[src/rtl/btn_bit_entry_pkg.sv]
// +-----------------------------------------------------------------------+
// | bit_entry_pkg : shared constants for the button bit-entry front end   |
// | Rev 1.0                                                               |
// +-----------------------------------------------------------------------+
`default_nettype none

package bit_entry_pkg;

    localparam int DEBOUNCE_CYCLES_DEF = 1_000_000;
    localparam int HIST_W_DEF          = 4;
    localparam int BIT_CNT_W           = 8;

endpackage

`default_nettype wire

[src/rtl/btn_bit_entry_debounce.sv]
// +-----------------------------------------------------------------------+
// | btn_debounce : 2-flop synchroniser followed by a stable-level filter  |
// | Rev 1.0                                                               |
// +-----------------------------------------------------------------------+
`default_nettype none

module btn_debounce
    import bit_entry_pkg::*;
#(
    parameter int DEBOUNCE_CYCLES = DEBOUNCE_CYCLES_DEF
) (
    input  logic fsm_clk,
    input  logic clr_n,
    input  logic i_raw,
    output logic o_stable
);

    localparam int                 c_cnt_w   = $clog2(DEBOUNCE_CYCLES);
    localparam logic [c_cnt_w-1:0] c_cnt_max = c_cnt_w'(DEBOUNCE_CYCLES - 1);

    logic               r_s1;
    logic               r_s2;
    logic               r_stable;
    logic [c_cnt_w-1:0] r_cnt;

    always_ff @(posedge fsm_clk) begin
        if (!clr_n) begin
            r_s1     <= 1'b0;
            r_s2     <= 1'b0;
            r_stable <= 1'b0;
            r_cnt    <= '0;
        end else begin
            r_s1 <= i_raw;
            r_s2 <= r_s1;
            // Any return to the accepted level restarts the qualification window.
            if (r_s2 == r_stable) begin
                r_cnt <= '0;
            end else if (r_cnt == c_cnt_max) begin
                r_stable <= r_s2;
                r_cnt    <= '0;
            end else begin
                r_cnt <= r_cnt + c_cnt_w'(1);
            end
        end
    end

    assign o_stable = r_stable;

endmodule

`default_nettype wire

[src/rtl/btn_bit_entry.sv]
// +-----------------------------------------------------------------------+
// | btn_bit_entry : debounced bit-value + step buttons -> din/din_valid   |
// | Optional history register enabled by BTN_BIT_ENTRY_HISTORY_EN         |
// | Rev 1.0                                                               |
// +-----------------------------------------------------------------------+
`default_nettype none

module btn_bit_entry
    import bit_entry_pkg::*;
#(
`ifdef BTN_BIT_ENTRY_HISTORY_EN
    parameter int HIST_W          = HIST_W_DEF,
`endif
    parameter int DEBOUNCE_CYCLES = DEBOUNCE_CYCLES_DEF
) (
    input  logic                 fsm_clk,
    input  logic                 clr_n,
    input  logic                 btn_data,
    input  logic                 btn_step,
    output logic                 din,
    output logic                 din_valid,
    output logic [BIT_CNT_W-1:0] bit_cnt
`ifdef BTN_BIT_ENTRY_HISTORY_EN
    ,
    output logic [HIST_W-1:0]    history
`endif
);

    logic                 w_data_stable;
    logic                 w_step_stable;
    logic                 w_step_rise;
    logic                 r_step_prev;
    logic                 r_din;
    logic                 r_din_valid;
    logic [BIT_CNT_W-1:0] r_bit_cnt;

    btn_debounce #(
        .DEBOUNCE_CYCLES (DEBOUNCE_CYCLES)
    ) u_data_db (
        .fsm_clk  (fsm_clk),
        .clr_n    (clr_n),
        .i_raw    (btn_data),
        .o_stable (w_data_stable)
    );

    btn_debounce #(
        .DEBOUNCE_CYCLES (DEBOUNCE_CYCLES)
    ) u_step_db (
        .fsm_clk  (fsm_clk),
        .clr_n    (clr_n),
        .i_raw    (btn_step),
        .o_stable (w_step_stable)
    );

    // Only the press commits a bit; the release edge is ignored.
    assign w_step_rise = w_step_stable & ~r_step_prev;

    always_ff @(posedge fsm_clk) begin
        if (!clr_n) begin
            r_step_prev <= 1'b0;
            r_din       <= 1'b0;
            r_din_valid <= 1'b0;
            r_bit_cnt   <= '0;
        end else begin
            r_step_prev <= w_step_stable;
            r_din_valid <= w_step_rise;
            if (w_step_rise) begin
                r_din     <= w_data_stable;
                r_bit_cnt <= r_bit_cnt + BIT_CNT_W'(1);
            end
        end
    end

    assign din       = r_din;
    assign din_valid = r_din_valid;
    assign bit_cnt   = r_bit_cnt;

`ifdef BTN_BIT_ENTRY_HISTORY_EN
    logic [HIST_W-1:0] r_history;

    always_ff @(posedge fsm_clk) begin
        if (!clr_n) begin
            r_history <= '0;
        end else if (w_step_rise) begin
            r_history <= {r_history[HIST_W-2:0], w_data_stable};
        end
    end

    assign history = r_history;
`endif

endmodule

`default_nettype wire

[config.mk]
export PLATFORM = sky130hd
export DESIGN_NAME = btn_bit_entry
export DESIGN_NICKNAME = d
export VERILOG_FILES = /design/src/rtl/btn_bit_entry_pkg.sv /design/src/rtl/btn_bit_entry_debounce.sv /design/src/rtl/btn_bit_entry.sv
export SDC_FILE = /design/constraint.sdc
export NUM_CORES = 1
export LEC_CHECK = 0
export BUFFER_PORTS_ARGS = -buffer_cell sky130_fd_sc_hd__buf_2
export CORE_MARGIN = 2
export CORE_UTILIZATION = 64
export DETAILED_ROUTE_END_ITERATION = 8
export PLACE_DENSITY = 0.83
export SLEW_MARGIN = 0
export SYNTH_ARGS = -nofsm -noshare
export SYNTH_HDL_FRONTEND = slang
export SYNTH_SLANG_ARGS = --single-unit
[constraint.sdc]
create_clock -name fsm_clk -period 3.9 [get_ports fsm_clk]
set_input_delay 0.78 -clock fsm_clk [delete_from_list [all_inputs] [get_ports fsm_clk]]
set_output_delay 0.78 -clock fsm_clk [all_outputs]
set_load 0.03 [all_outputs]
==> summary.txt <==
Clocking
  • CTS buffer count: 9
  • H-tree depth: 3
  • CTS max path bufs: 2
  • Cts repair resizes: 0
  • Clock-pin slew on the worst setup and hold paths: ~0.06 ns
  • Worst-Skew Late Latency: approximately 0.33 ns
  • Post-CTS Setup Bufs: 0
  • Root buffer cell: clkbuf_8
  • CTS Sinks: between 50 and 60
  • CTS tree: done
  • Hold_buf cts: 0

Placed design
  • Setup WS pre-CTS: 1.77 ns
  • Number of port buffers: 13
  • HPWL after DPL: just under 3000 microns
  • Inst Count DP: around 320
  • Final GP Congestion: 0.762
  • Dpl cell area: around 2500 sq um

Synthesis
  • Async set-reset flop share out of synthesis: 0%
  • Syn nets: ~280
  • Yosys warning count: 0
  • Area leader, netlist: dfxtp_1
  • Syn Inst Count: ~270
  • Register area share after synthesis: a little under half
  • Main synth FF type: dfxtp_1
  • Synthesized area: 2440 sq um
  • Main area contributors after synthesis: dfxtp_1, xnor2_1, nor2_1
  • Post-synthesis register bit count: 57
  • Post-synth EDFFs: 0
  • Distinct cells, synth: 37
  • Syn_area_per_cell: 9.10 sq um
  • Yosys top cell area share: 46.8%

Timing
  • Max Slew Vio Count: 0
  • Slew @ Worst Pin: roughly 0.8 ns
  • Final critical-path required period: 2.11 ns
  • Peak Freq: approximately 470 MHz
  • RSZ-0062 raised after global routing: false
  • Post-route clock period utilization: a little over half
  • Skew final: roughly 0.0066 ns
  • Setup ws final: roughly 1.8 ns
  • Final hold violations: 0
  • Final setup viols: 0
  • Final setup TNS: 0 ns
  • Slew HR: 47.7%

Setup path
  • Worst EP required: slightly above 4 ns
  • Critical path data arrival time: approximately 2.3 ns
  • Crit-path cells: or4_1, or4_4, o211ai_4, nor2_1
  • CP Class: reg -> reg
  • Crit-path max FO: 19
  • Critical Path Start Type: register
  • Top cell family by delay on the critical path: simple AND/OR/NAND/NOR gates
  • Buf/Inv on CP: 0
  • R2r worst-path depth: 4
  • Critical Path Max Stage Delay: about 0.56 ns
  • CP max-delay cell: or4_4
  • Worst setup EP type: register
  • WP depth: 4

Cells and area
  • Area grow syn2layout: 10.1%
  • Area of the multi-input gates: 1230 sq um
  • Fillcell total: approximately 280
  • Ant diodes: 0
  • Layout net count: ~290
  • Final instance area: approximately 2700 sq um
  • Share of cells above drive strength 1: 11.0%
  • Post-Layout Cell Count: 338
  • Sequential Area: between 1000 and 1500 sq um

GRT
  • Grt ovf: 0
  • Largest net degree at the start of global routing: 20
  • Global-route wire length before repair: approximately 7400 microns
  • Vias in the first global route: 1756
  • Initial antenna violation count: 0
  • GR Util All Layers: a little under a quarter

Flow run
  • Max cap viols: 0

Routing
  • Final wirelength: around 4300 microns
  • DRC errors left: 0
  • Via count: between 1500 and 2000
  • 1st-iter DRT viols: 103
  • ANT nets after route: 0
  • Drt wl/cell: 12.8 microns
  • Vias per cell: between 5 and 6
  • TritonRoute pass-1 iters: 4

Hold path
  • Hold Crit Depth: 1
  • Classification of the worst-slack hold path: reg -> reg

Die
  • Initial cell density of the core: ~67%
  • Core Region: 3660 sq um
  • Die ar.: approximately 4300 sq um
  • Ports: 14
  • # rows: 22
  • Die height: 65.7 microns
  • Chip width: roughly 66 microns

Power
  • Peak VDD IR: around 0.00036 V
  • PD cells: roughly 390 nW/um^2
  • Total power: approximately 1.0 mW
  • Pleak: around 0.90 nW

Outcome
  • Status: finished, final reports clean
==> synthesized netlist by cell type, drive strengths merged (3+ instances only) <==
library cell  number
dfxtp             57
and3               4
nand3             12
and2               7
inv                8
o21ai              7
nor4               4
or3                9
nor3               6
nand4             10
o31ai              6
and4               4
a21oi             13
clkbuf             6
nor2              37
xnor2             18
nand2             14
xor2              15
or4                8
ha                 3
==> cell families (layout without fill, tap and decap cells) <==
logic type | count (synthesis) | count (layout) | synth area share (%)
AOI/OAI and AO/OA | 30 | 30 | 7.95
adders and majority gates | 3 | 3 | 1.54
DFF | 57 | 57 | 46.8
and+or+nand+nor | 127 | 127 | 28.3
xor gates and xnor gates | 33 | 33 | 11.9
buffers and inverters | 16 | 38 | 2.77
muxes | 2 | 2 | 0.821
==> worst paths after layout <==
check | start | end | slack [ns]
worst max-delay path | u_step_db.r_cnt[10] | u_step_db.r_cnt[8] | 1.79
worst min-delay path | u_data_db.r_s1 | u_data_db.r_s2 | 0.44
worst max register to register | u_step_db.r_cnt[10] | u_step_db.r_cnt[8] | 1.79
worst min register to register | u_data_db.r_s1 | u_data_db.r_s2 | 0.44
==> where the power goes <==
group	switching, mW	internal, mW
clock network	0.223	0.226
registers	0.00140	0.585
logic	0.00786	0.00348
total	0.232	0.814
==> layer usage <==
metal  wire [microns]  up-vias  track usage (%)
met4              127        0             15.6
li1                 -      978                -
met5                0        -                0
met1             2060      873             26.3
met3              108       10             5.14
met2             2040       14             37.4
==> metrics by stage <==
step | hold slack [ns] | utilization (%)
after floorplan | 0.412 | -
after CTS | 0.441 | 73.3
after global routing | 0.453 | 73.3
after detailed placement | 0.427 | 69.1
after global placement | 0.415 | 69.1
final | 0.439 | 73.3
==> area by class of cell <==
class	instances	area share, %
inverter	9	1.26
tap	48	2.24
timing repair buffer	13	2.42
clock inverter	4	0.746
sequential	57	42.5
clock buffer	12	5.03
multi-input combinational	195	45.8
==> placed cells by master (no fill, tap or decap), types with 3 or more instances in the layout <==
master    count
a21oi_1      13
and2_1        7
and3_1        4
and4_1        4
buf_2        13
clkbuf_1      3
clkbuf_8      9
clkinv_2      4
dfxtp_1      57
ha_1          3
inv_1         8
nand2_1      14
nand3_1      12
nand4_1      10
nor2_1       37
nor3_1        6
nor4_1        4
o21ai_0       7
o31ai_1       6
or3_1         9
or4_1         7
xnor2_1      18
xor2_1       15
Note: power is estimated with default switching activity, not from simulation.
